===== src/rtl/updown_counter_if.sv =====
// Command/status bundle between the front-panel switch path and the up/down counter core.
// Commands are level signals from debouncers; the core acts on their rising edges.
interface updown_counter_if #(
    parameter int WIDTH = 16
);
    logic             i_up;
    logic             i_down;
    logic             i_startstop;
    logic             i_load;
    logic [WIDTH-1:0] i_load_val;
    logic [WIDTH-1:0] i_max;
    logic [WIDTH-1:0] o_count;
    logic             o_dir;
    logic             o_running;
    logic             o_tick;
    logic             o_tc;

    modport master (
        output i_up, i_down, i_startstop, i_load, i_load_val, i_max,
        input  o_count, o_dir, o_running, o_tick, o_tc
    );

    modport slave (
        input  i_up, i_down, i_startstop, i_load, i_load_val, i_max,
        output o_count, o_dir, o_running, o_tick, o_tc
    );
endinterface


===== src/rtl/updown_counter_core.sv =====
// Up/down counter stepped by an internal prescaler tick on the system clock, with
// edge-detected commands, RUN/STOP control, parallel load and wrap/saturate limits.
module updown_counter_core #(
    parameter int WIDTH     = 16,
    parameter int DIVIDER   = 3_125_000,
    parameter int DIV_WIDTH = 24,
    parameter bit SATURATE  = 1'b0,
    parameter bit RESET_DIR = 1'b1
) (
    input logic              clk,
    input logic              reset,
    updown_counter_if.slave  bus
);
    typedef enum logic {
        ST_STOP = 1'b0,
        ST_RUN  = 1'b1
    } state_e;

    localparam logic [DIV_WIDTH-1:0] DIV_LAST = DIV_WIDTH'(DIVIDER - 1);

    state_e               state_q, state_d;
    logic [WIDTH-1:0]     count_q, count_d;
    logic                 dir_q, dir_d;
    logic [DIV_WIDTH-1:0] presc_q, presc_d;
    logic                 tick_q, tick_d;
    logic                 tc_q, tc_d;
    logic                 up_q, down_q, ss_q, load_q;

    logic up_edge, down_edge, ss_edge, load_edge;
    logic step, auto_stop;

    assign up_edge   = bus.i_up        & ~up_q;
    assign down_edge = bus.i_down      & ~down_q;
    assign ss_edge   = bus.i_startstop & ~ss_q;
    assign load_edge = bus.i_load      & ~load_q;
    assign step      = (state_q == ST_RUN) && (presc_q == DIV_LAST);

    always_ff @(posedge clk) begin
        // Edge history tracks the input level even in reset, so a held input gives no edge.
        up_q   <= bus.i_up;
        down_q <= bus.i_down;
        ss_q   <= bus.i_startstop;
        load_q <= bus.i_load;
        if (reset) begin
            state_q <= ST_STOP;
            count_q <= '0;
            dir_q   <= RESET_DIR;
            presc_q <= '0;
            tick_q  <= 1'b0;
            tc_q    <= 1'b0;
        end else begin
            state_q <= state_d;
            count_q <= count_d;
            dir_q   <= dir_d;
            presc_q <= presc_d;
            tick_q  <= tick_d;
            tc_q    <= tc_d;
        end
    end

    always_comb begin
        state_d   = state_q;
        count_d   = count_q;
        dir_d     = dir_q;
        presc_d   = '0;
        tick_d    = 1'b0;
        tc_d      = 1'b0;
        auto_stop = 1'b0;

        if (state_q == ST_RUN) begin
            presc_d = step ? '0 : presc_q + DIV_WIDTH'(1);
        end

        // A load wins over a coincident step: the step is dropped entirely.
        if (load_edge) begin
            count_d = bus.i_load_val;
            presc_d = '0;
        end else if (step) begin
            tick_d = 1'b1;
            if (dir_q) begin
                if (count_q >= bus.i_max) begin
                    tc_d      = 1'b1;
                    count_d   = SATURATE ? bus.i_max : '0;
                    auto_stop = SATURATE;
                end else begin
                    count_d = count_q + WIDTH'(1);
                end
            end else begin
                if (count_q > bus.i_max) begin
                    count_d = bus.i_max;
                end else if (count_q == '0) begin
                    tc_d      = 1'b1;
                    count_d   = SATURATE ? '0 : bus.i_max;
                    auto_stop = SATURATE;
                end else begin
                    count_d = count_q - WIDTH'(1);
                end
            end
        end

        if (up_edge && !down_edge) begin
            dir_d = 1'b1;
        end else if (down_edge && !up_edge) begin
            dir_d = 1'b0;
        end

        if (auto_stop) begin
            state_d = ST_STOP;
        end else if (ss_edge) begin
            state_d = (state_q == ST_RUN) ? ST_STOP : ST_RUN;
        end

        if (state_d == ST_STOP) begin
            presc_d = '0;
        end
    end

    assign bus.o_count   = count_q;
    assign bus.o_dir     = dir_q;
    assign bus.o_running = (state_q == ST_RUN);
    assign bus.o_tick    = tick_q;
    assign bus.o_tc      = tc_q;
endmodule


===== src/flat_wrapper.sv =====
// flat-port wrapper written by rule: the top's interface ports become plain ports
module updown_counter_core_flat 
#(
    parameter int WIDTH     = 16,
    parameter int DIVIDER   = 3_125_000,
    parameter int DIV_WIDTH = 24,
    parameter bit SATURATE  = 1'b0,
    parameter bit RESET_DIR = 1'b1
)
  (clk, reset, bus_i_up, bus_i_down, bus_i_startstop, bus_i_load, bus_i_load_val, bus_i_max, bus_o_count, bus_o_dir, bus_o_running, bus_o_tick, bus_o_tc);
  updown_counter_if #(.WIDTH(WIDTH)) bus_i ();
  input logic clk;
  input logic reset;
  input wire logic [$bits(bus_i.i_up)-1:0] bus_i_up;
  input wire logic [$bits(bus_i.i_down)-1:0] bus_i_down;
  input wire logic [$bits(bus_i.i_startstop)-1:0] bus_i_startstop;
  input wire logic [$bits(bus_i.i_load)-1:0] bus_i_load;
  input wire logic [$bits(bus_i.i_load_val)-1:0] bus_i_load_val;
  input wire logic [$bits(bus_i.i_max)-1:0] bus_i_max;
  output wire logic [$bits(bus_i.o_count)-1:0] bus_o_count;
  output wire logic [$bits(bus_i.o_dir)-1:0] bus_o_dir;
  output wire logic [$bits(bus_i.o_running)-1:0] bus_o_running;
  output wire logic [$bits(bus_i.o_tick)-1:0] bus_o_tick;
  output wire logic [$bits(bus_i.o_tc)-1:0] bus_o_tc;
  assign bus_i.i_up = bus_i_up;
  assign bus_i.i_down = bus_i_down;
  assign bus_i.i_startstop = bus_i_startstop;
  assign bus_i.i_load = bus_i_load;
  assign bus_i.i_load_val = bus_i_load_val;
  assign bus_i.i_max = bus_i_max;
  assign bus_o_count = bus_i.o_count;
  assign bus_o_dir = bus_i.o_dir;
  assign bus_o_running = bus_i.o_running;
  assign bus_o_tick = bus_i.o_tick;
  assign bus_o_tc = bus_i.o_tc;
  updown_counter_core #(.WIDTH(WIDTH), .DIVIDER(DIVIDER), .DIV_WIDTH(DIV_WIDTH), .SATURATE(SATURATE), .RESET_DIR(RESET_DIR)) u_core (.clk(clk), .reset(reset), .bus(bus_i));
endmodule

===== config.mk =====
export PLATFORM = sky130hd
export DESIGN_NAME = updown_counter_core_flat
export DESIGN_NICKNAME = d
export VERILOG_FILES = /design/src/rtl/updown_counter_if.sv /design/src/rtl/updown_counter_core.sv /design/src/flat_wrapper.sv
export SDC_FILE = /design/constraint.sdc
export NUM_CORES = 1
export LEC_CHECK = 0
export ABC_AREA = 1
export BUFFER_PORTS_ARGS = -buffer_cell sky130_fd_sc_hd__clkbuf_2
export CAP_MARGIN = 20
export CORE_MARGIN = 3
export CORE_UTILIZATION = 45
export DETAILED_ROUTE_END_ITERATION = 8
export GPL_TIMING_DRIVEN = 0
export PLACE_DENSITY = 0.65
export SLEW_MARGIN = 20
export SYNTH_ARGS = -nofsm -noshare
export SYNTH_HDL_FRONTEND = slang
export SYNTH_SLANG_ARGS = --single-unit
export TNS_END_PERCENT = 1

===== constraint.sdc =====
create_clock -name clk -period 2.2 [get_ports clk]
set_input_delay 0.11 -clock clk [delete_from_list [all_inputs] [get_ports clk]]
set_output_delay 0.11 -clock clk [all_outputs]
set_load 0.05 [all_outputs]

Yosys cells after proc, flatten, opt, wreduce, memory -nomap -nowiden --
Cells that the tools add are included.
Storage, ports and cells: register bits after elaboration 48
Operators by class: muxes and demuxes 13, add/subtract/negate cells 3, $lt $le $gt $ge 2, eq/ne operators 1, bitwise gates (word level) 11, reductions and logical operators 11
Operators with widths (number):
- $mux 16 | 6
- $add 24x1->24 const B | 1
- $eq 24x22->1 const B | 1
- $add 16x1->16 const B | 1
- $ge 16x16->1 | 1
- $gt 16x16->1 | 1
- $logic_not 16->1 | 1
- $sub 16x1->16 const B | 1
- $mux 1 | 7
- $not 1->1 | 7
- $reduce_or 5->1 | 1
- $and 1x1->1 | 4
- $reduce_or 2->1 | 2
- $logic_and 1x1->1 | 3
- $reduce_or 3->1 | 1
- $logic_not 1->1 | 2
- $reduce_bool 2->1 | 1

Depth between registers and ports, before layout --
word-level depth 6, depth in mapped cells 19

Worst setup path before layout --
No wires, ideal clock.
path type reg2reg, start point reg u_core.count_q[0], in the netlist u_core.bus.o_count[0], end point reg u_core.count_q[5], in the netlist u_core.bus.o_count[5], path buffers 0, cell stages (with the launch flop) 13, setup slack -0.214 ns, data arrival time 2.348 ns, cells stage by stage dfxtp_1 inv_1 ha_1 nand2_1 inv_1 nand4_1 nor2_1 nor2_2 nand3_2 or2_1 nand2_1 nand2_1 a21oi_2
Between the ends: longest elaborated chain between the ends 6, elaborated cells on any way between the ends 11
Ends and longest elaborated chain:
- start, declared | line updown_counter_core.sv:22 | logic [WIDTH-1:0] count_q, count_d;
- start signal, assigned | line updown_counter_core.sv:53 | count_q <= count_d;
- $sub 16x1->16 or $logic_not 16->1 (tied branches) | line updown_counter_core.sv:96, updown_counter_core.sv:91
- $mux 16 | line updown_counter_core.sv:91 | end else if (count_q == '0) begin
- $mux 16 | line updown_counter_core.sv:89 | if (count_q > bus.i_max) begin
- $mux 16 * | line updown_counter_core.sv:80 | if (dir_q) begin
- $mux 16 * | line updown_counter_core.sv:78 | end else if (step) begin
- $mux 16 * | line updown_counter_core.sv:75 | if (load_edge) begin
Mark *: on every way between the ends. The rest lies on a longest branch, timed or not. The select of a mux whose other input is x is not followed. A chain may end at the register's enable or synchronous reset.

Final worst setup path --
start point reg u_core.count_q[13], in the netlist u_core.bus.o_count[13], end point reg u_core.count_q[10], in the netlist u_core.bus.o_count[10]
Between the ends: longest elaborated chain between the ends 6, elaborated cells on any way between the ends 9
Ends and longest elaborated chain (line):
- branches (longest 3 deep; another with $gt 16x16->1)
- $mux 16 * | updown_counter_core.sv:80
- $mux 16 * | updown_counter_core.sv:78
- $mux 16 * | updown_counter_core.sv:75
Mark *: on every way between the ends. The select of a mux whose other input is x is not followed.

==> results.sh <==
export IMPL_status="complete, no violations"
export IMPL_drc_errors=0
export IMPL_totalWireLength_um=11800
export IMPL_path_class="reg -> reg"
export IMPL_via_per_inst=5.14
export IMPL_crit_top_cell="nand2_1"
export IMPL_port_buffers=57
export IMPL_synth_seq_area_share_pct=23.1
export IMPL_num_rows=34
export IMPL_synth_mux_area_share_pct=0
export IMPL_dp_hpwl_um=9470
export IMPL_p_int_mw=1.51
export IMPL_synth_simple_area_share_pct=46.0
export IMPL_synth_top_area_share_pct=23.1
export IMPL_path_max_fanout=10
export IMPL_ir_drop_mv=0.286
export IMPL_h_tree_depth=2
export IMPL_numCtsBuffers=5
export IMPL_tns_ns=0
export IMPL_slew_headroom_pct=54.2
export IMPL_seq_power_share_pct=39.1
export IMPL_hold_path_class="in -> reg"
export IMPL_fin_skew_ns=0.00957
export IMPL_postSynthAreaPerCell_um2=6.18
export IMPL_cp_required_ns=2.43
export IMPL_num_fill_cells=910
export IMPL_synth_top_area_cell="dfxtp_1"
export IMPL_fin_crit_sh_pct=95.6
export IMPL_end_kind="register"
export IMPL_antenna_found_initial=0
export IMPL_clk_latency_ns=0.30
export IMPL_synth_area_mm2=0.00415
export IMPL_crit_arrival_ns=2.34
export IMPL_n_antenna_cell=0
export IMPL_cts_tree="built"
export IMPL_synth_nets=731
export IMPL_cp_cell_sequence="ha_1 -> nand2_1 -> nor2_4 -> buf_4 -> a21oi_4 -> nand2_4 -> nand2_4 -> buf_8 -> nand2_1 -> nand2_1 -> nand2_1 -> nand2_1 -> nand2_1 -> a21oi_2"
export IMPL_crit_family="simple AND/OR/NAND/NOR gates"
export IMPL_yosysWarnings=0
export IMPL_p_per_area_mw_per_mm2=491
export IMPL_rsz0062_at_grt="yes"
export IMPL_path_buf_inv=2
export IMPL_drtIter0Drc=222
export IMPL_start_kind="register"
export IMPL_initial_utilization_pct=46.9
export IMPL_die_area_mm2=0.0104
export IMPL_drv_cap=0
export IMPL_final_nets=805
export IMPL_pin_count=58
export IMPL_netlist_instances=672
export IMPL_grt_max_degree=15
export IMPL_cts_root_buffer="clkbuf_8"
export IMPL_crit_path_top_delay_cell="dfxtp_4"
export IMPL_leakagePower_nw=2.44
export IMPL_synthFlopType="dfxtp_1"
export IMPL_worst_pin_slew_ns=0.687
export IMPL_grt_pass1_vias=3858
export IMPL_grt_pass1_wl_um=19000
export IMPL_dr_pass1_iters=5
export IMPL_setup_violations=0
export IMPL_wl_per_cell_um=13.8
export IMPL_synth_compound_area_share_pct=9.01
export IMPL_ant_nets=0
export IMPL_period_needed_ns=2.10
export IMPL_finalHoldViolations=0
export IMPL_synthTopCellsByArea="dfxtp_1, nand2_1, nor2_1"
export IMPL_p_sw_mw=0.869
export IMPL_synthTopCellsByCount="nand2_1, nor2_1, inv_1, dfxtp_1, nand3_1"
export IMPL_ys_ff_latch=48
export IMPL_synth_xor_area_share_pct=4.22
export IMPL_drive_gt1_share_pct=21.7
export IMPL_swShare_pct=36.5
export IMPL_timing_fmax_mhz=475
export IMPL_routabilityCongestion=0.954
export IMPL_yosys_area_share_adder_pct=6.33
export IMPL_num_vias=4391
export IMPL_p_comb_share_pct=34.4
export IMPL_clk_pin_slew_ns=0.09
export IMPL_grt_overflow_total=0
export IMPL_critPathMaxStageDelay_ns=0.40
export IMPL_ys_types=46
export IMPL_grt_use_total_pct=22.8
export IMPL_ys_async_sr_fraction_pct=0
export IMPL_core_area_mm2=0.00885
export IMPL_synth_top_family_by_area="simple AND/OR/NAND/NOR gates"
export IMPL_maxSlewViolCount=0
export IMPL_die_w_um=102
export IMPL_cts_sinks=48
export IMPL_clockPowerShare_pct=26.6
export IMPL_ctsLongestPathBuffers=2
export IMPL_dieHeight_um=102
export IMPL_area_delta_synth_final_pct=16.7
export IMPL_yosysMostFrequentCell="nand2_1"
export IMPL_synth_edff_count=0
export IMPL_post_route_util_pct=54.8
layout make-up:
cell class	instances	area (µm²)	area share (%)
tap	108	135	2.79
inverter	91	345	7.12
buffer	19	133	2.73
timing repair buffer	67	383	7.89
multi-input combinational	514	2770	57.0
sequential	48	981	20.2
clock inverter	2	35.0	0.722
clock buffer	6	72.6	1.50
cells in the final DEF, fill, tap and decap left out, types with 3 or more instances in the layout:
master and n:
dlygate4sd3_1 4, nand4_1 18, nand2_1 203, inv_1 79
nor4_1 3, nor2_1 84, nor3_1 13, o21ai_0 18
a21oi_2 9, buf_6 4, dfxtp_1 38, nand3_1 36
nand2_4 4, or2_2 3, nor2_4 11, dfxtp_2 7
clkbuf_8 5, xor2_1 18, nor3b_1 5, dfxtp_4 3
clkbuf_2 57, a21oi_1 21, ha_1 21, nand2_2 7
buf_2 10, inv_2 10, o21ai_1 6, nor2_2 6
o211ai_1 3, buf_4 7
power by group through the flow:
stage | logic (mW) | registers (mW) | clock network (mW)
detailed placement | 0.779 | 0.951 | 0
global placement | 0.770 | 0.950 | 0
global route | 0.916 | 0.934 | 0.693
CTS | 0.793 | 0.931 | 0.642
finish | 0.818 | 0.930 | 0.633
floorplan | 0.520 | 1.00 | 0
registers in the layout, summed over array words and instances (netlist names):
signal                flops
u_core.bus.o_count       16
u_core.up_q               1
u_core.bus.o_tc           1
u_core.ss_q               1
u_core.bus.o_running      1
u_core.load_q             1
u_core.presc_q           24
u_core.bus.o_tick         1
u_core.bus.o_dir          1
u_core.down_q             1
metrics by stage:
step                      total power, mW  setup slack, ns  hold slack [ns]  std cells  cell area [µm²]
after floorplan                      1.52           0.0248            0.138        672             4160
after global placement               1.72          -0.0907            0.227        837             4580
after detailed placement             1.73           -0.109            0.230        837             4580
after CTS                            2.37           0.0167           0.0742        850             4760
after global routing                 2.54          -0.0353           0.0861        855             4850
final                                2.38           0.0960           0.0758        855             4850
repair_timing:
item / 4_1_cts / 5_1_grt
hold buffers: 4 / 0
endpoints found under the setup margin: 13 / 37
resized for setup: 7 / 15
hold endpoints to repair: 4 / 0
buffers inserted: 1 / 5
pin swaps: 0 / 5
final timing paths:
path              depth (start not counted)  slack [ns]                           startpoint                                   to
hold reg to reg                           1        0.47         u_core.presc_q[0]$_SDFF_PP0_         u_core.presc_q[0]$_SDFF_PP0_
setup / recovery                         14         0.1  u_core.bus.o_count[13]$_SDFFE_PP0P_  u_core.bus.o_count[10]$_SDFFE_PP0P_
setup reg to reg                         14         0.1  u_core.bus.o_count[13]$_SDFFE_PP0P_  u_core.bus.o_count[10]$_SDFFE_PP0P_
hold / removal                            3        0.08                                reset        u_core.bus.o_dir$_SDFFE_PP1P_
worst min-delay path, stage by stage:
cell and delay [ns]:
clkbuf_2 0.13, a21oi_1 0.05, nand2_1 0.05
cells by family (layout without fill, tap and decap cells):
| family | after synthesis | in the layout |
|---|---|---|
| compound gates | 63 | 63 |
| xor+xnor | 20 | 20 |
| fa+ha+maj | 21 | 21 |
| buf+inv | 110 | 185 |
| flops | 48 | 48 |
| simple gates | 410 | 410 |
routing by layer:
metal | GRT usage, % | part of all wire [%]
met5 | 0 | 0
met4 | 3.23 | 0.69
met3 | 3.48 | 5.2
met2 | 35.6 | 43
met1 | 33.9 | 51
Power figures use the tool's default switching activity.
